## src/rtl/systolic_act_feeder.sv

```systemverilog
// Activation feeder for a systolic array: buffers input vectors in a small FIFO
// and skews element r of each popped vector by r cycles onto array row r.
module systolic_act_feeder #(
    parameter int N_ROWS     = 4,
    parameter int DATA_WIDTH = 16,
    parameter int FIFO_DEPTH = 4
) (
    input  logic                           clk,
    input  logic                           rst_n,
    input  logic                           in_valid,
    output logic                           in_ready,
    input  logic [N_ROWS*DATA_WIDTH-1:0]   in_vector,
    input  logic                           in_last,
    input  logic                           stall,
    output logic [N_ROWS*DATA_WIDTH-1:0]   act_out,
    output logic [N_ROWS-1:0]              act_valid,
    output logic [$clog2(FIFO_DEPTH):0]    fifo_count,
    output logic                           tile_done
);
    localparam int VW = N_ROWS * DATA_WIDTH;
    localparam int AW = $clog2(FIFO_DEPTH);
    localparam int CW = $clog2(N_ROWS);

    typedef enum logic [1:0] {IDLE, STREAM, DRAIN} state_t;

    state_t          state_q, state_d;
    logic [CW-1:0]   cnt_q, cnt_d;

    logic [VW:0]     mem [FIFO_DEPTH];
    logic [AW-1:0]   wr_ptr, rd_ptr;
    logic [AW:0]     count;
    logic            push, pop;
    logic [VW-1:0]   head_data;
    logic            head_last;

    assign in_ready   = (count != (AW+1)'(FIFO_DEPTH));
    assign push       = in_valid && in_ready;
    assign pop        = !stall && (count != '0) && (state_q != DRAIN);
    assign {head_last, head_data} = mem[rd_ptr];
    assign fifo_count = count;

    always_ff @(posedge clk) begin
        if (push) begin
            mem[wr_ptr] <= {in_last, in_vector};
        end
    end

    always_ff @(posedge clk or negedge rst_n) begin
        if (!rst_n) begin
            wr_ptr <= '0;
            rd_ptr <= '0;
            count  <= '0;
        end else begin
            if (push) wr_ptr <= wr_ptr + 1'b1;
            if (pop)  rd_ptr <= rd_ptr + 1'b1;
            case ({push, pop})
                2'b10:   count <= count + 1'b1;
                2'b01:   count <= count - 1'b1;
                default: count <= count;
            endcase
        end
    end

    // Row r has an (r+1)-deep line; its tail is the registered act_out for that row.
    for (genvar r = 0; r < N_ROWS; r++) begin : g_row
        localparam int unsigned LAST = r;
        logic [DATA_WIDTH-1:0] d_q [LAST+1];
        logic [LAST:0]         v_q;

        always_ff @(posedge clk or negedge rst_n) begin
            if (!rst_n) begin
                for (int unsigned k = 0; k <= LAST; k++) begin
                    d_q[k] <= '0;
                end
                v_q <= '0;
            end else if (!stall) begin
                d_q[0] <= pop ? head_data[r*DATA_WIDTH +: DATA_WIDTH] : '0;
                v_q[0] <= pop;
                for (int unsigned k = 1; k <= LAST; k++) begin
                    d_q[k] <= d_q[k-1];
                    v_q[k] <= v_q[k-1];
                end
            end
        end

        assign act_out[r*DATA_WIDTH +: DATA_WIDTH] = d_q[LAST];
        assign act_valid[r]                        = v_q[LAST];
    end

    always_ff @(posedge clk or negedge rst_n) begin
        if (!rst_n) begin
            state_q <= IDLE;
            cnt_q   <= '0;
        end else begin
            state_q <= state_d;
            cnt_q   <= cnt_d;
        end
    end

    always_comb begin
        state_d = state_q;
        cnt_d   = cnt_q;
        if (!stall) begin
            case (state_q)
                IDLE, STREAM: begin
                    if (pop) begin
                        if (head_last) begin
                            state_d = DRAIN;
                            cnt_d   = CW'(N_ROWS - 1);
                        end else begin
                            state_d = STREAM;
                        end
                    end
                end
                DRAIN: begin
                    if (cnt_q == '0) state_d = IDLE;
                    else             cnt_d   = cnt_q - 1'b1;
                end
                default: state_d = IDLE;
            endcase
        end
    end

    // Counter hits 0 exactly when the tile's last element sits on the bottom row.
    always_comb begin
        tile_done = (state_q == DRAIN) && (cnt_q == '0) && !stall;
    end

endmodule
```

## config.mk

```make
export PLATFORM = sky130hd
export DESIGN_NAME = systolic_act_feeder
export DESIGN_NICKNAME = d
export VERILOG_FILES = /design/src/rtl/systolic_act_feeder.sv
export SDC_FILE = /design/constraint.sdc
export NUM_CORES = 1
export LEC_CHECK = 0
export ABC_AREA = 1
export CORE_MARGIN = 2
export CORE_UTILIZATION = 58
export CTS_BUF_LIST = sky130_fd_sc_hd__clkbuf_16
export CTS_CLUSTER_SIZE = 24
export DETAILED_ROUTE_END_ITERATION = 10
export GPL_TIMING_DRIVEN = 0
export PLACE_DENSITY = 0.88
export SLEW_MARGIN = 25
export SYNTH_ARGS = -nofsm -noshare
export SYNTH_HDL_FRONTEND = slang
export SYNTH_SLANG_ARGS = --single-unit
```

## constraint.sdc

```tcl
create_clock -name clk -period 4.95 [get_ports clk]
set_input_delay 0.99 -clock clk [delete_from_list [all_inputs] [get_ports clk]]
set_output_delay 0.99 -clock clk [all_outputs]
set_load 0.1 [all_outputs]
```

* Word-level counts from Yosys, hierarchy flattened
Memory sizes are Yosys's and may differ from the RTL's. Cells that the tools add are included.
Word-level totals: flip-flop bits (word level) 181, RAM bits 260, output and inout port bits 73, memories 1, input port bits 69
Cells by class: equality and inequality tests 10, add/sub/neg operators 5, muxes and demuxes 15, bitwise operators 1, reductions and logical operators 14
Memory list:
- mem | words 4, width 65, read ports 1, clocked after memory_dff 0, write ports 1, RTL line 29 | logic [VW:0] mem [FIFO_DEPTH];
Operators with widths (number):
- 16-bit two-way mux | 4
- 2-bit two-way mux | 6
- 2-bit != test (second input constant) | 5
- 2-bit one-hot mux with 2 select lines | 2
- 3-bit one-hot mux with 2 select lines | 1
- 1-bit logical AND | 5
- 5-bit AND reduction | 1
- 2-bit by 1-bit adder with 2-bit output (second input constant) | 2
- 2-bit by 1-bit == test with 1-bit output (second input constant) | 2
- 2-bit == test (second input constant) | 2
- 2-bit logical NOT | 2
- 2-bit nonzero test | 2
- 3-bit by 1-bit adder with 3-bit output (second input constant) | 1
- 3-bit != test (second input constant) | 1
- 3-bit AND reduction | 1
- 3-bit nonzero test | 1
- 3-bit by 1-bit subtractor with 3-bit output (second input constant) | 1
- 1-bit two-way mux | 2
- 2-bit OR reduction | 1
- 2-bit by 1-bit subtractor with 2-bit output (second input constant) | 1
- 1-bit logical NOT | 1
- 1-bit NOT | 1

* Longest topological paths before layout
depth in word-level cells 5, depth in mapped cells 12

* Worst setup path after synthesis
OpenSTA, ideal clock, no wires.
path kind register to register, start point register count[1], in the netlist fifo_count[1], end point memory mem[0][0] in the netlist's numbering (enable), path slack -0.506 ns, stages on the path, launching flop included 5, data arrival time 4.967 ns, period minus slack after synthesis 5.456 ns, library setup time 0.489 ns, buffers on the path 0, cell sequence dfrtp_1 > nor2_1 > nand2_1 > nand2_1 > nor2_1
On the way: cells in the longest elaborated chain, start to end 4
Ends and longest elaborated chain:
- start, declared | RTL line 31 | logic [AW:0] count;
- start signal, assigned | RTL line 57 | 2'b10: count <= count + 1'b1;
- start signal, assigned | RTL line 58 | 2'b01: count <= count - 1'b1;
- start signal, assigned | RTL line 59 | default: count <= count;
- 3-bit != test | RTL line 36 | assign in_ready = (count != (AW+1)'(FIFO_DEPTH));
- via in_ready | RTL line 11 | output logic in_ready,
- 1-bit logical AND | RTL line 37 | assign push = in_valid && in_ready;
- 1-bit two-way mux | RTL line 43 | if (push) begin
- 1-bit two-way mux (not written as such) | RTL line 44 | mem[wr_ptr] <= {in_last, in_vector};
- end, declared | RTL line 29
The timed path passes the listed nets, and every way through them passes these cells.

* Final worst setup path
start point input port stall, end point output port tile_done
On the way: cells in the longest elaborated chain, start to end 2
Ends and longest elaborated chain:
- start, declared | RTL line 14 | input logic stall,
- 1-bit logical NOT | RTL line 126 | tile_done = (state_q == DRAIN) && (cnt_q == '0) && !stall;
- 1-bit logical AND | RTL line 126
- end, declared | RTL line 18 | output logic tile_done
No other way between the ends.

==> summary.txt <==
Run status
  – Outcome: finished clean

STA
  – Max Clock Skew: between 15 and 20 ps
  – Fin crit share: 98.6%
  – Final Max Slew Viols: 0
  – Worst-Margin Slew: ~1000 ps
  – RSZ-0062 raised after global routing: false
  – Final setup viols: 0
  – Setup ws final: around 70 ps
  – Achievable Freq: 205 MHz
  – Hold Vio Cnt, Final: 0
  – Final min period: 4880 ps
  – Slew HR: 31.9%

Yosys
  – Largest family of logic cells by synthesized area: simple AND/OR/NAND/NOR gates
  – Ys flop type: edfxtp_1
  – Commonest cells in the netlist: 345 x nand2_1, 260 x edfxtp_1, 196 x o21ai_0
  – Synthesized cell area: 17000 sq um
  – XOR/XNOR Fraction of Synth Area: 0.257%
  – Distinct cells, synth: 22
  – Post-synth EDFFs: 260
  – Top cells by area, synth: edfxtp_1 46%, dfrtp_1 26%, nand2_1 7.6%
  – Synth Register Bits: 435
  – Adder-Cell Fraction of Synth Area: 0.558%
  – Most common cell in the synthesized netlist: nand2_1
  – Post-Synth Simple-Gate Area: 11.2%
  – Syn_nets: 1574
  – Synth Area in Compound Gates: 9.09%
  – Avg Inst Size Synth: 11.4 sq um
  – Synth top area share: 45.8%
  – Sequential-to-total area share from yosys stat: 71.5%
  – Yosys warns: 0
  – Mux contribution to synthesized area: 0%
  – Cells after Synth: 1498
  – Cell taking the most area after synthesis: edfxtp_1
  – Synth async-reset ratio: 40.2%

Cells and area
  – Area growth syn-to-layout: 20.8%
  – Fillers: about 1800
  – Layout cells sized above 1: 9.66%
  – Multi-input gate area: 3630 sq um
  – Design Area, Final: roughly 21000 sq um
  – Sequential Area: between 10000 and 15000 sq um
  – Final net count: 1772

CTS
  – Clock Latency Late Sink: between 500 and 600 ps
  – CTS tree: built
  – CTS clk-pin slew, worst paths: 60 ps
  – CTS Hold Buffers Added: 0
  – CTS resizes: 0
  – CTS buffer count: 42
  – Clock root cell: clkbuf_16
  – Post-CTS setup buffers: 0
  – H-tree lvl count: 2
  – TritonCTS Sinks: 435
  – Buffers from clock root to sink, at most: 3

Global route
  – First-pass GRT wire length: 62800 microns
  – Pin count of the biggest net entering global routing: 90
  – Gr ovfl total: 0
  – Vias in the first global route: 12007
  – Overall Global Routing Usage: 26.5%
  – Initial antenna violation count: 4

Drt
  – TritonRoute pass-1 iters: 6
  – DRC: 0
  – Wirelength per Cell: approximately 19 microns
  – Drt total wl: 40000 microns
  – Initial DRC count: 1262
  – Via count: 11718
  – Post-route ant nets: 0
  – Vias per cell: 5.54

Power
  – Reg power frac: 38.5%
  – Switching fraction of total power: 41.0%
  – P_sw: 5.56 mW
  – Peak supply drop: between 300 and 400 uV
  – Combinational share of power: 39.7%
  – Internal power: 7.99 mW
  – Clock share of power: 21.8%
  – PD cells: 659 nW/um^2
  – Leakage: 8.48 nW

Setup path
  – WP data arrival: 3890 ps
  – Critical Path Slowest Stage Cell: clkdlybuf4s50_1
  – Critical Path End Type: output port
  – Reg2reg setup slack: 2380 ps
  – Worst-path maximum fanout: 10
  – Reg2reg start: fifo_count[0]
  – Crit path largest cell delay: 1210 ps
  – Critical path class: in2out
  – CP cell instances: clkdlybuf4s50_1, buf_2, buf_1, nor3_1, clkdlybuf4s50_1
  – Worst-case reg-to-reg path depth: 9
  – Worst setup SP type: input port
  – CP most frequent cell: clkdlybuf4s50_1
  – Crit. Startpoint: stall
  – Worst Path Required: around 4000 ps
  – FF-to-FF End: fifo_count[2]

Die
  – Core area: 28800 sq um
  – Placement Rows: 62
  – Die Height: 175 microns
  – Die width: 175 microns
  – Initial Util: just under 60%
  – Die area: 30800 sq um
  – Ports: 142

Job
  – Max_cap viols: 0

Place
  – GPL Wtd Cong: ~0.81
  – HPWL Detailed: 25600 microns
  – Worst-case setup slack after placement: roughly 120 ps
  – Placed cell area: around 19000 sq um
  – I/O Buffers: 141

Min path
  – Worst hold path type: in2async
[final cells by class]
type	count	share of cell area, %
Buffer	127	3.62
Clock buffer	43	5.23
Clock inverter	34	0.882
Antenna cell	3	0.0365
Inverter	133	2.43
Multi-Input combinational cell	803	17.7
Tap cell	384	2.34
Sequential cell	435	59.2
Timing Repair Buffer	154	8.55
[layout by cell type (no fill, tap or decap), types with 37 or more instances in the layout]
master | netlist | routed
o21ai_1 | 37 | 37
clkbuf_16 | 0 | 43
nor2_1 | 152 | 148
nand2_1 | 345 | 345
buf_4 | 50 | 50
clkdlybuf4s50_1 | 0 | 140
inv_1 | 131 | 141
dfrtp_1 | 175 | 175
o211ai_1 | 49 | 49
edfxtp_1 | 260 | 260
o21ai_0 | 196 | 196
[registers in the layout (all words and copies together), names as in the netlist]
register / cells
rd_ptr: 2
mem: 260
state_q: 2
g_row.v_q: 4
act_out: 48
g_row.d_q: 112
wr_ptr: 2
fifo_count: 3
cnt_q: 2
[critical path: cells and delay by family]
kind                   cells  cell delay (ps)
AND/OR/NAND/NOR            1              420
buffers and inverters      4             2460
[routing by layer]
layer | track usage [%] | wire, microns
met1 | 32.4 | 14500
met2 | 46.6 | 20600
met3 | 4.55 | 3390
met4 | 11.3 | 1550
met5 | 0 | 0
[logic make-up after synthesis]
family	count (synthesis)
simple gates	506
fa+ha+maj	7
xor+xnor	5
buf+inv	260
flops	435
compound gates	285
[power groups by stage]
stage	Clock, mW	Combinational [mW]	Sequential (mW)
after CTS	2.96	5.35	5.21
after floorplan	0	3.18	5.76
after global placement	0	4.88	5.31
after detailed placement	0	5.26	5.26
final	2.95	5.38	5.22
after global routing	3.12	5.76	5.30
[per-stage QoR]
stage	TNS (ps)	total power [mW]	util [%]	instances	hold WS (ps)
finish	0	13.5	71.5	2116	441
global route	0	14.2	71.5	2115	497
CTS	0	13.5	71.4	2113	463
detailed placement	0	10.5	67.1	2036	467
global placement	-1197950	10.2	65.8	2023	457
floorplan	-131500	8.93	-	1498	442
[worst max path at each step]
stage	end	slack, ps	cells after the start
floorplan	mem[0][0]	-510	4
global placement	g_row[2].d_q[41]	-4110	1
detailed placement	tile_done	120	5
CTS	tile_done	80	5
global route	tile_done	20	5
finish	tile_done	70	5
Power figures use the tool's default switching activity.
